===== src/rtl/mult_pkg.sv =====
// Shared types and helpers for the parametrised shift-add multiplier.
// MULT_ZERO_SKIP_EN (optional) selects zero-skipping iteration in the top.
package mult_pkg;

   typedef enum logic [1:0] {
      IDLE,
      CALC,
      SIGN
   } state_t;

   // Widest operand that mag() can take. Callers zero-extend into it and cast the result back.
   localparam int MAX_W = 256;

   function automatic int cntW(input int width);
      return $clog2(width + 1);
   endfunction

   function automatic logic [MAX_W-1:0] mag(input logic [MAX_W-1:0] value, input logic isNeg);
      return isNeg ? -value : value;
   endfunction

endpackage


===== src/rtl/mult_seq_param_tz_count.sv =====
// Combinational trailing-zero counter; an all-zero input reports WIDTH.
// Used by mult_seq_param only when MULT_ZERO_SKIP_EN is defined.
module tz_count
   import mult_pkg::*;
#(
   parameter int WIDTH = 32
)
(
   input  logic [WIDTH-1:0]        i_q,
   output logic [cntW(WIDTH)-1:0]  o_count
);

   localparam int CNT_W = cntW(WIDTH);

   logic [CNT_W-1:0] w_count;

   // Scanning from the MSB downward leaves the position of the lowest set bit.
   always_comb begin
      w_count = CNT_W'(WIDTH);
      for (int i = WIDTH - 1; i >= 0; i--) begin
         if (i_q[i]) begin
            w_count = CNT_W'(i);
         end
      end
   end

   assign o_count = w_count;

endmodule


===== src/rtl/mult_seq_param.sv =====
// Sequential shift-add multiplier, signed or unsigned per operation, ready/start/valid handshake.
// Define MULT_ZERO_SKIP_EN to retire one set multiplier bit per cycle instead of one bit.
module mult_seq_param
   import mult_pkg::*;
#(
   parameter int WIDTH = 32
)
(
   input  logic                 clock,
   input  logic                 reset_n,
   input  logic                 start,
   input  logic                 sgn,
   input  logic [WIDTH-1:0]     mlier,
   input  logic [WIDTH-1:0]     mcand,
   output logic                 ready,
   output logic                 valid,
   output logic [2*WIDTH-1:0]   prodt
);

   localparam int CNT_W = cntW(WIDTH);
   localparam int PW    = 2 * WIDTH;

   state_t            r_state;
   state_t            w_stateNext;
   logic [PW-1:0]     r_acc;
   logic [PW-1:0]     r_mcandSh;
   logic [PW-1:0]     r_prodt;
   logic [WIDTH-1:0]  r_q;
   logic              r_neg;
   logic              r_valid;

   logic              w_accept;
   logic              w_done;
   logic              w_zeroStart;
   logic [WIDTH-1:0]  w_magMlier;
   logic [WIDTH-1:0]  w_magMcand;
   logic [PW-1:0]     w_addend;
   logic [PW-1:0]     w_accNext;
   logic [PW-1:0]     w_mcandNext;
   logic [WIDTH-1:0]  w_qNext;

   assign w_magMlier = WIDTH'(mag(MAX_W'(mlier), sgn && mlier[WIDTH-1]));
   assign w_magMcand = WIDTH'(mag(MAX_W'(mcand), sgn && mcand[WIDTH-1]));

`ifdef MULT_ZERO_SKIP_EN
   logic [CNT_W-1:0]  w_tz;
   logic [CNT_W-1:0]  w_step;

   tz_count #(.WIDTH(WIDTH)) u_tzCount (
      .i_q     (r_q),
      .o_count (w_tz)
   );

   // q is never zero in CALC here, so the step is at most WIDTH and fits CNT_W.
   assign w_step      = w_tz + CNT_W'(1);
   assign w_addend    = r_mcandSh << w_tz;
   assign w_mcandNext = r_mcandSh << w_step;
   assign w_qNext     = r_q >> w_step;
   assign w_done      = (w_qNext == '0);
   assign w_zeroStart = (w_magMlier == '0);
`else
   logic [CNT_W-1:0]  r_cnt;

   assign w_addend    = r_q[0] ? r_mcandSh : '0;
   assign w_mcandNext = r_mcandSh << 1;
   assign w_qNext     = r_q >> 1;
   assign w_done      = (r_cnt == CNT_W'(WIDTH - 1));
   assign w_zeroStart = 1'b0;
`endif

   assign w_accNext = r_acc + w_addend;

   // The result strobe cycle keeps ready low so ready and valid are never both high.
   assign ready    = (r_state == IDLE) && !r_valid;
   assign valid    = r_valid;
   assign prodt    = r_prodt;
   assign w_accept = start && ready;

   always_comb begin
      w_stateNext = r_state;
      case (r_state)
         IDLE: begin
            if (w_accept) begin
               w_stateNext = w_zeroStart ? SIGN : CALC;
            end
         end
         CALC: begin
            if (w_done) begin
               w_stateNext = SIGN;
            end
         end
         SIGN:    w_stateNext = IDLE;
         default: w_stateNext = IDLE;
      endcase
   end

   always_ff @(posedge clock or negedge reset_n) begin
      if (!reset_n) begin
         r_state <= IDLE;
      end else begin
         r_state <= w_stateNext;
      end
   end

   always_ff @(posedge clock or negedge reset_n) begin
      if (!reset_n) begin
         r_acc     <= '0;
         r_mcandSh <= '0;
         r_prodt   <= '0;
         r_q       <= '0;
         r_neg     <= 1'b0;
         r_valid   <= 1'b0;
`ifndef MULT_ZERO_SKIP_EN
         r_cnt     <= '0;
`endif
      end else begin
         r_valid <= 1'b0;
         case (r_state)
            IDLE: begin
               if (w_accept) begin
                  r_acc     <= '0;
                  r_mcandSh <= PW'(w_magMcand);
                  r_q       <= w_magMlier;
                  r_neg     <= sgn && (mlier[WIDTH-1] ^ mcand[WIDTH-1]);
`ifndef MULT_ZERO_SKIP_EN
                  r_cnt     <= '0;
`endif
               end
            end
            CALC: begin
               r_acc     <= w_accNext;
               r_mcandSh <= w_mcandNext;
               r_q       <= w_qNext;
`ifndef MULT_ZERO_SKIP_EN
               r_cnt     <= r_cnt + CNT_W'(1);
`endif
            end
            SIGN: begin
               // A zero magnitude stays zero even when the operand signs differ.
               r_prodt <= (r_neg && (r_acc != '0)) ? -r_acc : r_acc;
               r_valid <= 1'b1;
            end
            default: ;
         endcase
      end
   end

endmodule

===== config.mk =====
export PLATFORM = sky130hd
export DESIGN_NAME = mult_seq_param
export DESIGN_NICKNAME = d
export VERILOG_FILES = /design/src/rtl/mult_pkg.sv /design/src/rtl/mult_seq_param_tz_count.sv /design/src/rtl/mult_seq_param.sv
export SDC_FILE = /design/constraint.sdc
export NUM_CORES = 1
export LEC_CHECK = 0
export ABC_AREA = 1
export BUFFER_PORTS_ARGS = -buffer_cell sky130_fd_sc_hd__buf_2
export CORE_ASPECT_RATIO = 1.5
export CORE_MARGIN = 10
export CORE_UTILIZATION = 29
export DETAILED_ROUTE_END_ITERATION = 7
export PLACE_DENSITY = 0.54
export SLEW_MARGIN = 20
export SYNTH_ARGS = -nofsm -noshare
export SYNTH_HDL_FRONTEND = slang
export SYNTH_SLANG_ARGS = --single-unit

===== constraint.sdc =====
create_clock -name clock -period 5.8 [get_ports clock]
set_input_delay 0.29 -clock clock [delete_from_list [all_inputs] [get_ports clock]]
set_output_delay 0.29 -clock clock [all_outputs]
set_load 0.02 [all_outputs]

Yosys cells after proc, flatten, opt, wreduce, memory -nomap -nowiden --
Index checks and enable logic that the tools add are counted.
Word-level totals: flip-flop bits (word level) 234, word-level logic and storage cells 48, input bits 68, output and inout bits 66
Operators by class: bitwise gates (word level) 1, reductions and logical operators 13, $add $sub $neg 5, muxes and demuxes 16, equal/unequal tests 5
Operator list (count):
- $mux 64 | 4
- $pmux 64 s2 | 2
- $mux 32 | 3
- $add 64x64->64 | 1
- $neg 32->32 | 2
- $neg 64->64 | 1
- $pmux 32 s2 | 1
- $reduce_bool 64->1 | 1
- $pmux 6 s2 | 1
- $add 6x1->6 const B | 1
- $eq 6x5->1 const B | 1
- $logic_and 1x1->1 | 6
- $mux 6 | 1
- $reduce_and 2->1 | 3
- $mux 2 | 2
- $ne 2x2->1 const B | 2
- $pmux 2 s2 | 1
- $eq 2x1->1 const B | 1
- $eq 2x2->1 const B | 1
- $logic_not 2->1 | 1
- $reduce_bool 2->1 | 1
- $logic_not 1->1 | 1
- $mux 1 | 1
- $xor 1x1->1 | 1

Depth between registers and ports, before layout --
Gate-level depths: netlist (run 1).
word-level depth 5, depth in mapped cells 20, mapped depth without buffers 18

Worst setup path before layout (run 1) --
Ideal clock, no wire load.
path type register to register, start register r_q[0], end register r_acc[56], period minus slack after synthesis 2.556 ns, stages on the path, launching flop included 20, required time 5.682 ns, setup slack 3.244 ns, setup time 0.118 ns, buffers on the path 2, arrival time 2.438 ns, cell sequence dfrtp_1 clkbuf_1 clkbuf_1 nand2_1 inv_1 ha_1 inv_1 fa_1 inv_1 nand3_1 nand2_1 nand2_1 nand2_1 nand2_1 nand3_1 nand3_1 nand2_1 nand2_1 nand3_1 nand2_1
Between the ends: word-level cells in the longest chain between the ends 3
RTL lines:
- from (decl) | line mult_seq_param.sv:28 | logic [WIDTH-1:0] r_q;
- from (signal assigned) | line mult_seq_param.sv:123 | r_q <= w_magMlier;
- from (signal assigned) | line mult_seq_param.sv:133 | r_q <= w_qNext;
- $mux 64 | line mult_seq_param.sv:64 | assign w_addend = r_q[0] ? r_mcandSh : '0;
- $add 64x64->64 | line mult_seq_param.sv:71 | assign w_accNext = r_acc + w_addend;
- $pmux 64 s2 | line mult_seq_param.sv:118 | case (r_state)
- to (signal assigned) | line mult_seq_param.sv:131 | r_acc <= w_accNext;
- to (decl) | line mult_seq_param.sv:25 | logic [PW-1:0] r_acc;
No other way between the ends. A chain may end at the register's enable or synchronous reset.

Worst setup path after layout (run 1) --
start register r_q[0], end register r_acc[30]
Same word-level chain as after synthesis.

==> results of run 1 <==
[flip-flops by register name, summed over array words and instances (netlist names)]
name	count
r_mcandSh	64
r_neg	1
r_state	2
r_q	32
r_cnt	6
prodt	64
r_acc	64
valid	1
[area by class of cell]
cell class	instances	area share, %
sequential	234	26.8
antenna	1	0.0115
inverter	587	10.1
clock inverter	14	0.935
multi-input combinational	2314	49.8
timing repair buffer	151	3.88
tap	877	5.03
clock buffer	34	3.44
[cells in the mapped netlist (all sizes together)]
master      n  area, um2
buf        27        151
o2111ai     1       8.76
ha         67        838
nor4        7       50.1
o21bai     19        143
o211ai     22        165
a21oi      80        404
nor2      331       1300
fa          1       20.0
o21a        2       15.0
xnor2      14        123
xor2       46        403
clkinv      1       3.75
inv       586       2200
o221ai     13        114
nand2    1223       4610
clkbuf     53        199
a22o        2       17.5
a32o        1       10.0
dfrtp     234       5860
and2        4       25.0
o22ai      49        307
o31ai       2       15.0
o311ai      3       26.3
nand4      26        163
or2         6       37.5
nand3     228       1160
a31oi      24        150
nor3       37        185
o21ai     103        519
o32ai       3       26.3
[where the power goes]
group          internal [mW]  switching [mW]  total [mW]
sequential              2.30           0.752        3.05
combinational           1.77            3.90        5.67
clock                   1.10           0.784        1.88
[metal layers]
| metal | up-vias | track usage [%] |
|---|---|---|
| met5 | - | 0 |
| met4 | 0 | 9.76 |
| met3 | 150 | 1.60 |
| met2 | 468 | 33.2 |
| met1 | 9118 | 19.9 |
| li1 | 10200 | - |
[cells in the final DEF, fill, tap and decap left out, types with 4 or more instances in the layout]
| master | n |
|---|---|
| nand2_1 | 1217 |
| inv_1 | 576 |
| nor2_1 | 314 |
| dfrtp_1 | 233 |
| nand3_1 | 225 |
| buf_2 | 132 |
| o21ai_0 | 95 |
| a21oi_1 | 79 |
| ha_1 | 67 |
| o22ai_1 | 49 |
| xor2_1 | 46 |
| nor3_1 | 37 |
| nand4_1 | 26 |
| clkbuf_16 | 26 |
| a31oi_1 | 24 |
| o211ai_1 | 22 |
| o21bai_1 | 19 |
| nor2_2 | 14 |
| xnor2_1 | 14 |
| o221ai_1 | 13 |
| buf_4 | 12 |
| inv_2 | 10 |
| o21ai_1 | 7 |
| clkbuf_8 | 7 |
| nor4_1 | 6 |
| or2_2 | 6 |
| nand2_2 | 4 |
| and2_1 | 4 |
| bufinv_16 | 4 |
| dlygate4sd3_1 | 4 |
[final timing paths]
check | from | to | slack, ns | cells after the start
setup / recovery | r_q[0]$_DFFE_PN0P_ | r_acc[30]$_DFFE_PN0P_ | 2.55 | 16
hold / removal | mlier[29] | r_q[29]$_DFFE_PN0P_ | 0.03 | 4
setup reg to reg | r_q[0]$_DFFE_PN0P_ | r_acc[30]$_DFFE_PN0P_ | 2.55 | 16
hold reg to reg | r_cnt[5]$_DFFE_PN0P_ | r_state[1]$_DFFE_PN0P_ | 0.43 | 1
max in group asynchronous | reset_n | r_q[0]$_DFFE_PN0P_ | 4.18 | 3
min in group asynchronous | reset_n | prodt[2]$_DFFE_PN0P_ | 0.31 | 2
[logic make-up (layout without fill, tap and decap cells)]
logic type	Yosys count	in the layout	synth area share (%)
AO/OA/AOI/OAI	324	324	9.98
XOR/XNOR	60	60	2.73
adder cells (fa/ha/maj)	68	68	4.46
buffers and inverters	667	786	13.3
flip-flops	234	234	30.4
other	0	1	0
AND/OR/NAND/NOR	1862	1862	39.1
[repair_timing]
item                      4_1_cts  5_1_grt
gates resized for setup         0        0
hold buffers                    4        0
hold endpoints to repair       90        0
[worst max-delay path: stages, from the launching register on]
cell and delay, ns:
dfrtp_2 0.34, buf_4 0.57, nand2_1 0.10, inv_1 0.08, ha_1 0.15, inv_1 0.05, fa_1 0.40, inv_1 0.13
nand2_1 0.06, nand3_1 0.15, nand2_1 0.07, nand2_1 0.14, nand2_1 0.07, nand2_1 0.22, a21oi_1 0.10, o21ai_0 0.28
o21ai_0 0.17
==> qor.csv, run 1 <==
metric,value,unit
CTS tree,done,
Die X,230,um
post-DP HPWL,56.7,mm
TritonCTS Buffers,26,
Slew @ Worst Pin,1.08,ns
setup TNS,0,ns
detailed-routed wire length on met3,2.68,mm
VDD IR-drop max,0.319,mV
sequential-to-total area share from yosys stat,30.4,%
Final Util,33.3,%
CTS Root Cell,clkbuf_16,
Finished Layout Cells,4212,
syn avg cell area,5.98,um2
DR WL/cell,17.0,um
worst hold-check path type,input pin to flip-flop,
Post-CTS Setup Bufs,0,
Syn Std Cell Area,0.0192,mm2
crit path DAT,3.68,ns
"antenna viol nets, final",0,
Max Cap Viol,0,
largest net degree at the start of global routing,90,
Pre-Repair DR Iteration Count,8,
Placed Area,0.0208,mm2
fillers,7489,
I/O Pins,134,
Worst EP required,6.24,ns
initial antenna violation count,1,
power density over the cells,486,mW/mm2
crit path max fanout,65,
design area,0.0218,mm2
static leakage,12.2,nW
# DRC,1,
final worst slack,2.55,ns
DR top layer,met4,
Die H,335,um
gr usage total,18.0,%
clock latency on the worst-skew pair,0.59,ns
die area,0.0773,mm2
CTS Sinks,234,
critical path class,flip-flop to flip-flop,
remaining global-route overflow,0,
CTS max path bufs,3,
Yosys warnings,0,
Worst setup EP type,flip-flop,
period utilisation layout,56.0,%
Metal-1 WL,27.6,mm
layout cells sized above 1,7.20,%
Mapped Cells,3215,
First DRT Iteration DRCs,1381,
post-synthesis cell type count,45,
Min Hold Slack,0.0301,ns
dpl cells,4159,
area grow syn2layout,13.4,%
FP Rows,115,
"CTS clk-pin slew, worst paths",0.07,ns
GP Congestion,0.949,
initial core utilization,29.3,%
final setup fails,0,
register area,0.00586,mm2
Fin. Hold Viols,0,
vias in the first global route,19200,
Place WS,2.57,ns
Achievable Freq,308,MHz
nets,3450,
failing checks,DRC,
minimum clock period,3.25,ns
met2 WL post-DR,36.8,mm
final total power,10.6,mW
vias per cell,4.73,
area occupied by multi-input gates,0.0109,mm2
H-tree levels,1,
Max Slew Vio Count,0,
first-pass GRT wire length,110,mm
number of port buffers,133,
Vias,19900,
Max-Slew Margin vs Limit,27.8,%
Core ar.,0.0656,mm2
unrepaired setup endpoints after global routing,false,
Total Wirelength,71.4,mm
Synth Net Count,3351,
Clock Skew,0.0351,ns
#FFs+latches synth,234,
Critical Path Start Type,flip-flop,
status,"finished, violations left",
(Power assumes the default switching activity.)
==> run 2: changes to the inputs <==
- clock period: 5.8 -> 3.3 ns (I/O delays scaled with it)
==> qor.csv, run 2 (synthesized netlist as in run 1, its figures left out) <==
metric,value,unit,change
status,"finished, final reports clean",,
crit path DAT,3.46,ns,-0.22 ns
crit path max fanout,24,,-63%
FP Rows,115,,unchanged
area grow syn2layout,17.0,%,
Worst EP required,3.75,ns,-2.49 ns
Clock Skew,0.0209,ns,-0.0143 ns
critical path class,flip-flop to flip-flop,,
Min Hold Slack,0.0375,ns,+0.00731 ns
setup TNS,0,ns,unchanged
nets,3527,,+2.2%
"CTS clk-pin slew, worst paths",0.06,ns,about the same
Place WS,0.288,ns,-2.28 ns
number of port buffers,133,,unchanged
largest net degree at the start of global routing,84,,-6.7%
Slew @ Worst Pin,1.04,ns,-0.0463 ns
Fin. Hold Viols,0,,unchanged
VDD IR-drop max,0.507,mV,+59%
GP Congestion,0.995,,+4.9%
static leakage,12.5,nW,+2.5%
Pre-Repair DR Iteration Count,7,,-1
CTS Sinks,234,,unchanged
final worst slack,0.295,ns,-2.26 ns
met2 usage in global routing,34.1,%,+0.89 points
first-pass GRT wire length,112,mm,+1.3%
"commonest cells after routing, fill and taps aside","nand2_1, inv_1, nor2_1, dfrtp_1, nand3_1",,
Max Slew Vio Count,0,,unchanged
vias per cell,4.71,,-0.33%
clock latency on the worst-skew pair,0.58,ns,about the same
CTS tree,done,,
GR Util met3,1.49,%,-0.11 points
unrepaired setup endpoints after global routing,false,,
final setup fails,0,,unchanged
Die X,230,um,unchanged
minimum clock period,3.00,ns,-0.243 ns
Achievable Freq,333,MHz,+8.1%
die area,0.0773,mm2,unchanged
DR WL/cell,16.9,um,-0.35%
Max-Slew Margin vs Limit,31.0,%,+3.2 points
TritonCTS Buffers,27,,+3.8%
Vias,20200,,+1.5%
"antenna viol nets, final",0,,unchanged
post-DP HPWL,58.0,mm,+2.2%
Worst setup EP type,flip-flop,,
remaining global-route overflow,0,,unchanged
initial antenna violation count,2,,+1
GR peak layer,met2,,
First DRT Iteration DRCs,1314,,-4.9%
Post-CTS Resized,0,,unchanged
H-tree levels,1,,unchanged
WHS Path Cells,4,,unchanged
layout cells sized above 1,7.47,%,+0.28 points
initial core utilization,29.3,%,unchanged
GR Util met1,20.2,%,+0.28 points
Die H,335,um,unchanged
Finished Layout Cells,4291,,+1.9%
Core ar.,0.0656,mm2,unchanged
"commonest non-fill, non-tap cell in the layout",nand2_1,,
vias in the first global route,19600,,+2.1%
Max Cap Viol,0,,unchanged
power density over the cells,827,mW/mm2,+70%
I/O Pins,134,,unchanged
CTS Root Cell,clkbuf_16,,
period utilisation layout,91.1,%,+35 points
Total Wirelength,72.5,mm,+1.5%
dpl cells,4176,,+0.41%
r2r worst-path depth,14,,-2
gr usage total,18.2,%,+0.25 points
Critical Path Start Type,flip-flop,,
fillers,7475,,-0.19%
CTS max path bufs,3,,unchanged
# DRC,0,,-1
worst hold-check path type,input pin to flip-flop,,
-- run 2: path summary, 6_finish.rpt --
check                                startpoint                   endpoint  slack (ns)
max                          r_q[0]$_DFFE_PN0P_      r_acc[53]$_DFFE_PN0P_        0.30
min                                    mcand[8]   r_mcandSh[8]$_DFFE_PN0P_        0.04
max reg2reg                  r_q[0]$_DFFE_PN0P_      r_acc[53]$_DFFE_PN0P_        0.30
min reg2reg                r_cnt[5]$_DFFE_PN0P_     r_state[1]$_DFFE_PN0P_        0.43
max in group asynchronous               reset_n  r_mcandSh[42]$_DFFE_PN0P_        2.32
min in group asynchronous               reset_n       prodt[0]$_DFFE_PN0P_        0.13
-- run 2: repair_timing --
item,4_1_cts,5_1_grt
hold buffers,63,0
setup buffers,0,0
hold endpoints to repair,121,0
-- run 2: through the flow --
stage | utilization, % | instance area, um2 | power (mW)
global route | 34.3 | 22500 | 20.2
CTS | 34.3 | 22500 | 18.8
finish | 34.3 | 22500 | 18.6
detailed placement | 31.9 | 21000 | 15.5
floorplan | - | 19200 | 12.0
global placement | 31.9 | 21000 | 15.4
-- run 2: area by class of cell --
| type | count | area (um2) | area share [%] |
|---|---|---|---|
| Inverter | 587 | 2200 | 9.79 |
| Clock buffer | 36 | 749 | 3.33 |
| Timing Repair Buffer | 227 | 1580 | 7.01 |
| Tap cell | 877 | 1100 | 4.88 |
| Multi-Input combinational cell | 2314 | 10900 | 48.2 |
| Sequential cell | 234 | 5860 | 26.0 |
| Clock inverter | 14 | 164 | 0.728 |
| Antenna cell | 2 | 5.00 | 0.0222 |
-- run 2: power breakdown --
part	internal [mW]	switching, mW	leakage (nW)	total, mW
registers	4.05	1.36	3.02	5.41
logic	3.22	6.82	9.08	10.0
clock network	1.83	1.34	0.443	3.17
-- run 2: critical path: stages (launching register included) --
cell     delay, ns
dfrtp_2       0.59
nand2_1       0.12
inv_1         0.07
ha_1          0.38
nand2_1       0.13
nor2_1        0.29
nand2_1       0.23
nor2_1        0.13
nand2_1       0.10
nand3_1       0.25
nand2_1       0.17
nand3_1       0.15
nand2_1       0.10
nand3_1       0.10
nand2_1       0.06
-- run 2: per-layer routing --
layer  wire length, um  vias to the layer above
li1                  -                    10300
met4              4040                        0
met2             37500                      470
met5                 0                        -
met1             28400                     9282
met3              2480                      140
